## src/rtl/pp_buf_reader.sv

```systemverilog
// Read-side controller for the ping-pong line buffer pair: drains full halves in strict
// alternation through a 1-cycle-latency RAM port into a 4-entry valid/ready output FIFO.
module pp_buf_reader #(
   parameter int unsigned DW      = 16,
   parameter int unsigned AW      = 10,
   parameter int unsigned BUF_LEN = 640
) (
   input  logic          clk_i,
   input  logic          rst_i,
   input  logic [1:0]    buf_flag_i,
   output logic [1:0]    rd_rls_o,
   output logic          ram_rd_en_o,
   output logic [AW:0]   ram_rd_addr_o,
   input  logic [DW-1:0] ram_rd_data_i,
   output logic [DW-1:0] dout_o,
   output logic          dout_vld_o,
   input  logic          dout_rdy_i,
   output logic          dout_last_o,
   output logic          dout_half_o
);
   localparam int unsigned  FIFO_DEPTH = 4;
   localparam int unsigned  PW         = 2;
   localparam int unsigned  CW         = 3;
   localparam logic [AW-1:0] LAST_OFF  = AW'(BUF_LEN - 1);

   typedef enum logic [1:0] {IDLE, READ, DRAIN, RELEASE} state_t;

   state_t          state_q;
   logic            rd_sel_q;
   logic [AW-1:0]   offset_q;
   logic [1:0]      rd_rls_q;
   logic            ram_rd_en_q;
   logic [AW:0]     ram_rd_addr_q;
   logic            iss_last_q;
   logic            iss_half_q;
   logic            ret_vld_q;
   logic            ret_last_q;
   logic            ret_half_q;

   logic [DW-1:0]   fifo_data_q [FIFO_DEPTH];
   logic            fifo_last_q [FIFO_DEPTH];
   logic            fifo_half_q [FIFO_DEPTH];
   logic [PW-1:0]   wr_ptr_q;
   logic [PW-1:0]   rd_ptr_q;
   logic [CW-1:0]   fifo_cnt_q;

   logic            credit_c;
   logic            want_c;
   logic            issue_c;
   logic            issue_last_c;
   logic [AW-1:0]   issue_off_c;
   logic            push_c;
   logic            pop_c;

   // Issue decision; the first read of a half goes out on the IDLE exit edge.
   always_comb begin
      credit_c     = (fifo_cnt_q + CW'(ret_vld_q)) < CW'(3);
      want_c       = ((state_q == IDLE) && buf_flag_i[rd_sel_q]) || (state_q == READ);
      issue_c      = want_c && credit_c;
      issue_off_c  = (state_q == IDLE) ? '0 : offset_q;
      issue_last_c = (issue_off_c == LAST_OFF);
      push_c       = ret_vld_q;
      pop_c        = (fifo_cnt_q != '0) && dout_rdy_i;
   end

   always_ff @(posedge clk_i) begin
      if (rst_i) begin
         state_q       <= IDLE;
         rd_sel_q      <= 1'b0;
         offset_q      <= '0;
         rd_rls_q      <= 2'b00;
         ram_rd_en_q   <= 1'b0;
         ram_rd_addr_q <= '0;
         iss_last_q    <= 1'b0;
         iss_half_q    <= 1'b0;
         ret_vld_q     <= 1'b0;
         ret_last_q    <= 1'b0;
         ret_half_q    <= 1'b0;
      end else begin
         rd_rls_q    <= 2'b00;
         ram_rd_en_q <= issue_c;
         ret_vld_q   <= ram_rd_en_q;
         ret_last_q  <= iss_last_q;
         ret_half_q  <= iss_half_q;
         if (issue_c) begin
            ram_rd_addr_q <= {rd_sel_q, issue_off_c};
            offset_q      <= issue_off_c + AW'(1);
            iss_last_q    <= issue_last_c;
            iss_half_q    <= rd_sel_q;
         end
         case (state_q)
            IDLE: begin
               if (buf_flag_i[rd_sel_q]) begin
                  state_q <= (issue_c && issue_last_c) ? DRAIN : READ;
                  if (!issue_c) begin
                     offset_q <= '0;
                  end
               end
            end
            READ: begin
               if (issue_c && issue_last_c) begin
                  state_q <= DRAIN;
               end
            end
            // Last word is captured on the edge after its strobe drops, so release follows it.
            DRAIN: begin
               if (!ram_rd_en_q) begin
                  state_q  <= RELEASE;
                  rd_rls_q <= rd_sel_q ? 2'b10 : 2'b01;
               end
            end
            RELEASE: begin
               rd_sel_q <= ~rd_sel_q;
               state_q  <= IDLE;
            end
            default: state_q <= IDLE;
         endcase
      end
   end

   // Output FIFO with last/half tags travelling alongside each word.
   always_ff @(posedge clk_i) begin
      if (rst_i) begin
         fifo_data_q <= '{default: '0};
         fifo_last_q <= '{default: 1'b0};
         fifo_half_q <= '{default: 1'b0};
         wr_ptr_q    <= '0;
         rd_ptr_q    <= '0;
         fifo_cnt_q  <= '0;
      end else begin
         if (push_c) begin
            fifo_data_q[wr_ptr_q] <= ram_rd_data_i;
            fifo_last_q[wr_ptr_q] <= ret_last_q;
            fifo_half_q[wr_ptr_q] <= ret_half_q;
            wr_ptr_q              <= wr_ptr_q + PW'(1);
         end
         if (pop_c) begin
            rd_ptr_q <= rd_ptr_q + PW'(1);
         end
         if (push_c && !pop_c) begin
            fifo_cnt_q <= fifo_cnt_q + CW'(1);
         end else if (!push_c && pop_c) begin
            fifo_cnt_q <= fifo_cnt_q - CW'(1);
         end
      end
   end

   assign rd_rls_o      = rd_rls_q;
   assign ram_rd_en_o   = ram_rd_en_q;
   assign ram_rd_addr_o = ram_rd_addr_q;
   assign dout_o        = fifo_data_q[rd_ptr_q];
   assign dout_last_o   = fifo_last_q[rd_ptr_q];
   assign dout_half_o   = fifo_half_q[rd_ptr_q];
   assign dout_vld_o    = (fifo_cnt_q != '0);

endmodule
```

## config.mk

```make
export PLATFORM = sky130hd
export DESIGN_NAME = pp_buf_reader
export DESIGN_NICKNAME = d
export VERILOG_FILES = /design/src/rtl/pp_buf_reader.sv
export SDC_FILE = /design/constraint.sdc
export NUM_CORES = 1
export LEC_CHECK = 0
export ABC_AREA = 0
export ABC_CLOCK_PERIOD_IN_PS = 4700
export BUFFER_PORTS_ARGS = -buffer_cell sky130_fd_sc_hd__buf_2
export CAP_MARGIN = 20
export CORE_UTILIZATION = 45
export DETAILED_ROUTE_END_ITERATION = 10
export GPL_TIMING_DRIVEN = 1
export HOLD_SLACK_MARGIN = 0.05
export PLACE_DENSITY_LB_ADDON = 0.08
export SYNTH_ARGS = -nofsm -noshare
export SYNTH_HDL_FRONTEND = slang
export SYNTH_SLANG_ARGS = --single-unit
```

## constraint.sdc

```tcl
create_clock -name clk_i -period 4.7 [get_ports clk_i]
set_input_delay 0.94 -clock clk_i [delete_from_list [all_inputs] [get_ports clk_i]]
set_output_delay 0.94 -clock clk_i [all_outputs]
set_load 0.01 [all_outputs]
```

# Yosys cells after proc, flatten, opt, wreduce, memory -nomap -nowiden
# Index checks and enable logic that the tools add are counted.
dict set report classes {
  muxes 31
  add_sub_neg 6
  eq_ne 7
  n_reduce_logical 15
  bitwise 4
  n_lt_le_gt_ge 5
}
# op count
set ops {}
lappend ops {{$bwmux 64} 1}
lappend ops {{$mux 10} 5}
lappend ops {{$mux 16} 3}
lappend ops {{$bmux 16 s2} 1}
lappend ops {{$demux 16 s2} 1}
lappend ops {{$add 10x1->10 const B} 1}
lappend ops {{$eq 10x10->1 const B} 1}
lappend ops {{$mux 2} 5}
lappend ops {{$bwmux 4} 2}
lappend ops {{$pmux 2 s4} 1}
lappend ops {{$logic_and 1x1->1} 7}
lappend ops {{$mux 1} 7}
lappend ops {{$ge 3x3->1 const B} 2}
lappend ops {{$mux 3} 2}
lappend ops {{$not 2->3} 2}
lappend ops {{$add 2x1->2 const B} 2}
lappend ops {{$bmux 1 s2} 2}
lappend ops {{$eq 2x2->1 const B} 2}
lappend ops {{$ne 2x1->1 const B} 2}
lappend ops {{$add 3x1->3} 1}
lappend ops {{$add 3x1->3 const B} 1}
lappend ops {{$lt 3x1->1 const B} 1}
lappend ops {{$lt 3x2->1 const B} 1}
lappend ops {{$reduce_and 3->1} 1}
lappend ops {{other kinds (12)} 14}
dict set report totals {
  register_bits 111
  input_bits 21
}

# Logic depth before layout (Yosys ltp)
# Gate-level depths: netlist (run 1).
dict set report depth {
  word_depth 9
  ltp_mapped 10
}

# Least setup slack after synthesis (run 1)
# Ideal clock, no wire load.
dict set report synth_timing {
  path_kind {reg2reg}
  startpoint {reg state_q[0]}
  endpoint {reg offset_q[8]}
  path_buffers 2
  path_slack_ns 2.320
  stages_incl_launch_ff 11
  arrival_ns 2.305
  period_less_slack_ns 2.380
  path_cell_list {dfxtp_1 > inv_1 > ha_1 > buf_2 > buf_1 > nor2b_1 > ha_1 > nand3_1 > or3_1 > or3b_1 > a31oi_1}
}
dict set report synth_via {
  elab_cells_between_ends 11
  cone_classes {add/sub: 1; eq/ne: 1; mux: 5; reduce/logical: 4}
}
# element line
set synth_rtl {}
lappend synth_rtl {{from (decl)} 28} ;# state_t state_q;
lappend synth_rtl {{from (signal assigned)} 94} ;# state_q <= (issue_c && issue_last_c) ? DRAIN : READ;
lappend synth_rtl {{$logic_not 2->1 *} 60} ;# issue_off_c = (state_q == IDLE) ? '0 : offset_q;
lappend synth_rtl {{$mux 10 *} 60}
lappend synth_rtl {{via issue_off_c[1]} 51} ;# logic [AW-1:0] issue_off_c;
lappend synth_rtl {{$add 10x1->10 *} 87} ;# offset_q <= issue_off_c + AW'(1);
lappend synth_rtl {{$mux 10 *} 85} ;# if (issue_c) begin
lappend synth_rtl {{$mux 10} 95} ;# if (!issue_c) begin
lappend synth_rtl {{$mux 10} 93} ;# if (buf_flag_i[rd_sel_q]) begin
lappend synth_rtl {{$mux 10 *} 91} ;# case (state_q)
lappend synth_rtl {{to (signal assigned)} 87}
lappend synth_rtl {{to (decl)} 30} ;# logic [AW-1:0] offset_q;
# The timed path passes the listed nets; every way through them passes the cells marked *.
# A chain may end at the register's enable or synchronous reset.

# Final worst setup path (run 1)
dict set report layout_timing {
  startpoint {reg rd_ptr_q[0]}
  endpoint {out dout_half_o}
}
dict set report layout_via {
  elab_chain_cells 4
}
# element line
set layout_rtl {}
lappend layout_rtl {{from (decl)} 44} ;# logic [PW-1:0] rd_ptr_q;
lappend layout_rtl {{from (signal assigned)} 138} ;# rd_ptr_q <= rd_ptr_q + PW'(1);
lappend layout_rtl {{$not 2->3 (not written as such)} 153} ;# assign dout_half_o = fifo_half_q[rd_ptr_q];
lappend layout_rtl {{$bmux 1 s2} 153}
lappend layout_rtl {{$mux 1 (not written as such) (2 in a row)} 153}
lappend layout_rtl {{to (decl)} 19} ;# output logic dout_half_o
# Every way passes these cells. The select of a mux whose other input is x is not followed.

==> flow_summary.ini, run 1 <==
[layout]
antenna-diode-count = 0
area_growth_pct = 10.76
multiInputGateArea_um2 = 2427
final.fill_count = 1022
final_nets = 615
final_cell_mix = nand2_1, dfxtp_1, a21oi_1
drive_gt1_share_pct = 16.21
final_common_cell = nand2_1
regArea_um2 = 2202

[synth]
synth_top_area_cell = dfxtp_1
synth_warnings = 0
synth_area_leaders = dfxtp_1, nand2_1, a21oi_1
synthArstFlopShare_pct = 0
syn-num-nets = 587
synthDistinctLibCells = 54
synth-seq-cells = 110
synth.avg_cell_area_um2 = 8.727
yosysSeqAreaShare_pct = 45.63
netlist_area_um2 = 4826
synth_edf_count = 0
syn_inst = 553
yosysTopAreaCellShare_pct = 45.63
synthFlopType = dfxtp_1

[timing]
fin_hold_ws_ns = 0.4561
hold_viol_final = 0
fmax_mhz = 341.4
worstMarginPinSlew_ns = 1.038
period_share_pct = 62.33
finalSetupViolCount = 0
clock_skew_ns = 0.01333
slew_headroom_pct = 30.52
finalCriticalPeriod_ns = 2.930
rsz0062_at_grt = no
slew_viol_final = 0
tns_ns = 0

[job]
max-cap-violations = 0

[floorplan]
core_um2 = 10370
die_w_um = 105.6
die-area_um2 = 11140
initial_core_util_pct = 46.54
fp.dieH_um = 105.6
rows = 37
ioPinCount = 54

[placement]
port_buffers = 53
dpl.hpwl_mm = 7.207
place_congestion = 0.8129

[clock_network]
clkTransAtPathRegs_ns = 0.10
post_cts_resized = 0
ctsHoldBuffers = 0
clkSinkCount = 110
htree_num_levels = 3
cts_tree = built
postCtsSetupBuffers = 0
clkLatencyLatePin_ns = 0.37
root_buffer = clkbuf_8
cts.path.max_buffers = 2
numCtsBuffers = 9

[worst_setup_path]
reg2reg_depth = 8
cp-endpoint = dout_half_o
r2r-end = state_q[1]
r2r_slack_ns = 1.84
path_max_fanout = 15
crit_start = rd_ptr_q[0]
reg2reg_from = state_q[0]
crit_arrival_ns = 1.99
cp-start-kind = flop
cp.required_ns = 3.76
cp-end-kind = output pin
path_class = flop to output pin

[power_and_ir_drop]
irDropWorstVdd_uv = 273.7
power_density_nw_per_um2 = 445.0
leakage_uw = 0.001908

[global_route]
grt_pass1_vias = 3832
antenna_found_initial = 0
grt_usage_pct = 21.56
overflow = 0
grt_pass1_wl_mm = 18.83
grt_start_max_net_pins = 71

[worst_hold_path]
holdCritPathClass = flop to flop

[route]
wl_per_cell_um = 15.68
dr.first_iter.drc_count = 231
viasPerCell = 5.524
drc = 0
dr.pass1.iters = 4
via_count = 3988
drt-total-wl_mm = 11.32
ant_nets = 0

[outcome]
status = finished, final reports clean
report_power, final:
group / total (uW) / internal, uW / switching [uW]
clock: 642 / 333 / 309
sequential: 1070 / 996 / 75.9
combinational: 664 / 246 / 419
worst min-delay path by stage:
stage	startpoint	end	slack, ns	cells after the start
3_3_place_gp	fifo_data_q[24]	fifo_data_q[24]	0.44	2
3_5_place_dp	fifo_half_q[0]	fifo_half_q[0]	0.45	2
5_1_grt	fifo_data_q[54]	fifo_data_q[54]	0.48	2
4_1_cts	fifo_half_q[0]	fifo_half_q[0]	0.46	2
6_report	fifo_half_q[0]	fifo_half_q[0]	0.46	2
2_1_floorplan	iss_last_q	ret_last_q	0.43	1
cell type report:
class | count | area share (%)
Multi-Input combinational cell | 397 | 45.41
Sequential cell | 110 | 41.20
Timing Repair Buffer | 55 | 5.290
Tap cell | 136 | 3.184
Clock buffer | 12 | 2.903
Clock inverter | 4 | 1.451
Inverter | 8 | 0.5618
cell usage after synthesis, types with 2 or more instances:
cell type,instances
nand4_1,8
nor2b_1,5
or3_1,4
nor2_1,18
ha_1,12
mux2i_1,3
a311oi_1,3
nand4b_1,2
dfxtp_1,110
xor2_1,5
nand3_1,9
and2_1,6
nor3_1,2
mux4_2,18
a31oi_1,4
o32a_1,2
buf_1,8
inv_1,7
a21oi_1,87
nand2_1,157
a32oi_1,3
xnor2_1,3
o21ai_0,16
nand2b_1,2
buf_2,16
clkbuf_1,13
o41ai_1,2
a21o_1,2
routing by layer:
layer	vias to the layer above	share of wire, %	track usage [%]
li1	1972	-	-
met1	1919	44	26.08
met2	89	51	38.39
met3	8	4.4	5.195
met4	0	0.84	5.357
met5	-	0	0
stage by stage:
| stage | instances | instance area (um2) | util [%] | power (uW) | worst slack (ns) |
|---|---|---|---|---|---|
| 3_5_place_dp | 706 | 5112 | 49.30 | 1764 | 1.916 |
| 6_report | 722 | 5345 | 51.54 | 2379 | 1.771 |
| 5_1_grt | 722 | 5345 | 51.54 | 2535 | 1.571 |
| 3_3_place_gp | 706 | 5112 | 49.30 | 1749 | 2.095 |
| 4_1_cts | 722 | 5345 | 51.54 | 2411 | 1.699 |
| 2_1_floorplan | 553 | 4826 | - | 1589 | 2.320 |
sequential cells by signal, summed over array words and instances, names as in the netlist:
name and flops:
state_q 2, fifo_cnt_q 3, ram_rd_en_o 1, rd_ptr_q 2
ret_half_q 1, fifo_data_q 64, fifo_half_q 4, rd_sel_q 1
ret_last_q 1, iss_last_q 1, ram_rd_addr_o 11, push_c 1
offset_q 10, rd_rls_o 2, fifo_last_q 4, wr_ptr_q 2
kinds of logic (layout without fill, tap and decap cells):
group	count (synthesis)	in the layout	share of synthesized area, %
simple gates	224	224	20.48
compound gates	130	130	15.58
flops	110	110	45.63
buf+inv	46	79	4.071
mux	22	22	9.256
fa+ha+maj	13	13	3.526
xor+xnor	8	8	1.452
worst max-delay path, stage by stage (launching register included):
cell and delay (ns):
dfxtp_1 0.52, buf_4 0.38, mux4_2 0.56, buf_2 0.16
Power figures use the tool's default switching activity.
==> inputs of run 2 (changes only) <==
--- a/config.mk
+++ b/config.mk
@@ -6,7 +6,7 @@
 export NUM_CORES = 1
 export LEC_CHECK = 0
 export ABC_AREA = 0
-export ABC_CLOCK_PERIOD_IN_PS = 4700
+export ABC_CLOCK_PERIOD_IN_PS = 2600
 export BUFFER_PORTS_ARGS = -buffer_cell sky130_fd_sc_hd__buf_2
 export CAP_MARGIN = 20
 export CORE_UTILIZATION = 45
==> constraint.sdc (replaced) <==
create_clock -name clk_i -period 2.6 [get_ports clk_i]
set_input_delay 0.52 -clock clk_i [delete_from_list [all_inputs] [get_ports clk_i]]
set_output_delay 0.52 -clock clk_i [all_outputs]
set_load 0.01 [all_outputs]
==> run 2 against run 1 <==
Against the previous run:
- non-clock buffer count rose by 12
- largest power group unchanged
- first-iteration DRC count fell by 17%
- final cell count rose by 1.7%
- worst setup slack got worse by 1.5 ns
- core utilization rose by 0.63 points
- global-route usage barely moved
- cell area rose by 1.2%
- sequential power rose by 77%
- via count fell by 0.25%
- combinational power rose by 99%
- clock skew fell by 0.0032 ns
- sequential share of layout area fell by 0.50 points
==> flow_summary.ini, run 2 (synthesis results as in run 1) <==
[outcome]
status = finished, final reports clean

[power_and_ir_drop]
switchingPower_uw = 1464
power_density_nw_per_um2 = 784.7
power_frac_comb_pct = 31.2
p_clk_share_pct = 24.3
power_switching_share_pct = 34.49
intPower_uw = 2781
irDropWorstVdd_uv = 467.0
p_seq_share_pct = 44.5
p_total_uw = 4245
leakage_uw = 0.001948

[placement]
port_buffers = 53
dpl.hpwl_mm = 7.392
dpl.cell_count = 718
place_congestion = 0.8378

[worst_setup_path]
cp-end-kind = flop
path_class = flop to flop
crit_arrival_ns = 2.62
cpMostUsedCell = ha_1
cp_cell_sequence = inv_1 > ha_1 > nor2_1 > ha_1 > nand3_1 > or3_1 > or3b_1 > a31oi_1
path_max_fanout = 5
cp_num_buf_inv = 1
crit_family = simple AND/OR/NAND/NOR gates
slowest_delay_ns = 0.40
critPathSlowestCell = or3_1
cp-start-kind = flop
cp.required_ns = 2.90

[global_route]
grt_usage_pct = 21.60
grt_pass1_vias = 3840
antenna_found_initial = 0
overflow = 0
grt_start_max_net_pins = 65
grt_pass1_wl_mm = 18.87

[timing]
hold_viol_final = 0
finalSetupViolCount = 0
fmax_mhz = 430.1
slew_viol_final = 0
rsz0062_at_grt = no
finalCriticalPeriod_ns = 2.325
period_share_pct = 89.42
clock_skew_ns = 0.01010
tns_ns = 0
slew_headroom_pct = 43.45
worstMarginPinSlew_ns = 0.8462

[clock_network]
cts.path.max_buffers = 2
clkSinkCount = 110
clkTransAtPathRegs_ns = 0.10
numCtsBuffers = 9
clkLatencyLatePin_ns = 0.38
htree_num_levels = 3
root_buffer = clkbuf_8
cts_tree = built

[layout]
multiInputGateArea_um2 = 2435
drive_gt1_share_pct = 18.06
final_cells = 734
final_nets = 627
regArea_um2 = 2202
final_cell_mix = nand2_1, dfxtp_1, a21oi_1
final_common_cell = nand2_1
top_register = fifo_data_q
area_growth_pct = 12.11
final.fill_count = 1006
largest_reg_flops = 64
antenna-diode-count = 0

[route]
ant_nets = 0
wl_per_cell_um = 15.36
viasPerCell = 5.420
dr.pass1.iters = 4
drt-total-wl_mm = 11.27
via_count = 3978
drc = 0
dr.first_iter.drc_count = 191

[floorplan]
ioPinCount = 54
die_w_um = 105.6
core_um2 = 10370
fp.dieH_um = 105.6
rows = 37
initial_core_util_pct = 46.54
die-area_um2 = 11140

[worst_hold_path]
holdCritPathClass = primary input to flop

[job]
max-cap-violations = 0
-- run 2: metrics by stage --
step           hold WS (ns)  setup WS (ns)  utilization (%)  cell area, um2
2_1_floorplan        0.4312         0.2201                -            4826
3_3_place_gp         0.4385         0.3714            50.17            5202
3_5_place_dp         0.4463         0.2413            50.17            5202
4_1_cts              0.3809         0.2054            52.10            5403
5_1_grt              0.3788        0.04464            52.17            5410
6_report             0.4033         0.2750            52.17            5410
-- run 2: final timing paths --
kind | start | end | slack (ns) | depth (start not counted)
worst max-delay path | state_q[0] | offset_q[8] | 0.28 | 8
worst min-delay path | ram_rd_data_i[11] | fifo_data_q[59] | 0.40 | 3
worst max register to register | state_q[0] | offset_q[8] | 0.28 | 8
worst min register to register | fifo_data_q[47] | fifo_data_q[47] | 0.46 | 2
-- run 2: power groups by stage --
| stage | combinational [uW] | sequential [uW] | clock, uW |
|---|---|---|---|
| 3_5_place_dp | 1330 | 1930 | 0 |
| 3_3_place_gp | 1310 | 1920 | 0 |
| 4_1_cts | 1340 | 1890 | 1070 |
| 5_1_grt | 1470 | 1910 | 1140 |
| 6_report | 1320 | 1890 | 1030 |
| 2_1_floorplan | 964 | 1910 | 0 |
-- run 2: metal layers --
metal / vias up / share of wire [%] / global-route usage [%]
met2: 85 / 51 / 37.73
li1: 1997 / - / -
met5: - / 0 / 0
met4: 0 / 1.3 / 6.647
met3: 13 / 3.9 / 6.122
met1: 1883 / 44 / 25.65
-- run 2: final cells by class --
class | count | area share [%]
multi-input combinational | 397 | 45.00
sequential | 110 | 40.70
timing repair buffer | 67 | 6.892
tap | 136 | 3.145
clock buffer | 11 | 2.613
clock inverter | 5 | 1.087
inverter | 8 | 0.5550
-- run 2: worst min-delay path: stages --
cell and delay, ns:
buf_2 0.12, nand2_1 0.05, a21oi_1 0.05
-- run 2: timing repair --
action | CTS | global route
hold buffers | 0 | 0
buffers inserted | 0 | 0
endpoints found under the setup margin | 0 | 1
endpoints found under the hold margin | 0 | 0
gates resized for setup | 0 | 1
==> inputs of run 3 (changes only) <==
--- a/config.mk
+++ b/config.mk
@@ -13,6 +13,7 @@
 export DETAILED_ROUTE_END_ITERATION = 10
 export GPL_TIMING_DRIVEN = 1
 export HOLD_SLACK_MARGIN = 0.05
+export MAX_ROUTING_LAYER = met4
 export PLACE_DENSITY_LB_ADDON = 0.08
 export SYNTH_ARGS = -nofsm -noshare
 export SYNTH_HDL_FRONTEND = slang
==> run 3 against run 2 <==
Against the previous run:
- sequential power hardly changed
- sequential cell count did not move
- sequential share of layout area unchanged
- power about the same
- highest routed layer unchanged
- register-to-register slack about the same
- core utilization did not move
- clock power hardly changed
==> flow_summary.ini, run 3 (synthesis results as in run 1) <==
[outcome]
status = finished, final reports clean

[layout]
area_growth_pct = 12.11
final_nets = 627
top_register = fifo_data_q
final.fill_count = 1006
regArea_um2 = 2202
multiInputGateArea_um2 = 2435
largest_reg_flops = 64
drive_gt1_share_pct = 18.06
final_cell_mix = nand2_1, dfxtp_1, a21oi_1
final_common_cell = nand2_1
antenna-diode-count = 0

[worst_hold_path]
holdCritPathClass = primary input to flop
min_to = fifo_data_q[59]
min_path_cells = 3
min-delay-start = ram_rd_data_i[11]

[placement]
pre_cts_ws_ns = 0.2413
dpl.hpwl_mm = 7.392
place_congestion = 0.8508
port_buffers = 53

[floorplan]
die_w_um = 105.6
fp.dieH_um = 105.6
ioPinCount = 54
core_um2 = 10370
die-area_um2 = 11140
initial_core_util_pct = 46.54
rows = 37

[timing]
period_share_pct = 89.61
rsz0062_at_grt = no
hold_viol_final = 0
fin_ws_ns = 0.2702
finalCriticalPeriod_ns = 2.330
slew_headroom_pct = 44.59
fin_hold_ws_ns = 0.4001
slew_viol_final = 0
fmax_mhz = 429.2
tns_ns = 0
clock_skew_ns = 0.01042
worstMarginPinSlew_ns = 0.8292
finalSetupViolCount = 0

[worst_setup_path]
cpMostUsedCell = ha_1
cp.required_ns = 2.90
crit_arrival_ns = 2.63
r2r-end = offset_q[8]
slowest_delay_ns = 0.40
reg2reg_from = state_q[0]
cp-end-kind = flop
path_max_fanout = 5
path_class = flop to flop
reg2reg_depth = 8
r2r_slack_ns = 0.27
cp-start-kind = flop
cp_num_buf_inv = 1
crit_family = simple AND/OR/NAND/NOR gates
cp_cell_sequence = inv_1 > ha_1 > nor2_1 > ha_1 > nand3_1 > or3_1 > or3b_1 > a31oi_1
critPathSlowestCell = or3_1

[power_and_ir_drop]
leakage_uw = 0.001948
power_density_nw_per_um2 = 784.3
irDropWorstVdd_uv = 463.9

[global_route]
grt_pass1_vias = 3837
overflow = 0
grt_start_max_net_pins = 65
antenna_found_initial = 0
grt_pass1_wl_mm = 18.87
grt_usage_pct = 22.17

[clock_network]
post_cts_resized = 0
clkSinkCount = 110
root_buffer = clkbuf_8
htree_num_levels = 3
numCtsBuffers = 9
clkTransAtPathRegs_ns = 0.10
postCtsSetupBuffers = 0
cts_tree = built
ctsHoldBuffers = 0
clkLatencyLatePin_ns = 0.38
cts.path.max_buffers = 2

[route]
dr.pass1.iters = 4
drt-total-wl_mm = 11.31
ant_nets = 0
dr.first_iter.drc_count = 166
drc = 0
viasPerCell = 5.380
via_count = 3949
wl_per_cell_um = 15.41

[job]
max-cap-violations = 0
-- run 3: power breakdown --
part / total (uW) / internal [uW] / switching (uW) / leakage [uW]
sequential: 1890 / 1800 / 89.3 / 0.000889
clock: 1030 / 472 / 560 / 0.0000955
combinational: 1320 / 509 / 813 / 0.000964
-- run 3: final cells by class --
| type | instances | share of cell area [%] |
|---|---|---|
| tap | 136 | 3.145 |
| timing repair buffer | 67 | 6.892 |
| sequential | 110 | 40.70 |
| clock inverter | 5 | 1.087 |
| inverter | 8 | 0.5550 |
| clock buffer | 11 | 2.613 |
| multi-input combinational | 397 | 45.00 |
-- run 3: through the flow --
stage                     utilization [%]  area, um2  cells  total power [uW]
after floorplan                         -       4826    553              2873
after global placement              50.17       5202    718              3237
after detailed placement            50.17       5202    718              3258
after CTS                           52.10       5403    734              4300
after global routing                52.17       5410    734              4511
final                               52.17       5410    734              4243
-- run 3: worst max-delay path by stage --
stage | endpoint | slack, ns | from | cells after the start
after floorplan | offset_q[8] | 0.22 | state_q[0] | 10
after global routing | offset_q[8] | 0.04 | state_q[0] | 8
final | offset_q[8] | 0.27 | state_q[0] | 8
after detailed placement | state_q[0] | 0.24 | state_q[0] | 9
after global placement | state_q[0] | 0.37 | state_q[0] | 9
after CTS | state_q[1] | 0.21 | state_q[0] | 9
-- run 3: tightest hold or removal path, delay by kind of cell --
| family | cells | cell delay, ns |
|---|---|---|
| buffers and inverters | 1 | 0.12 |
| and+or+nand+nor | 1 | 0.05 |
| AOI/OAI and AO/OA | 1 | 0.05 |
-- run 3: per-layer routing --
metal | routed length [um] | track usage, % | up-vias
met1 | 4908 | 25.69 | 1867
met4 | 121 | 7.242 | 0
met3 | 491 | 5.380 | 9
met5 | 0 | - | -
li1 | - | - | 1995
met2 | 5786 | 37.78 | 78
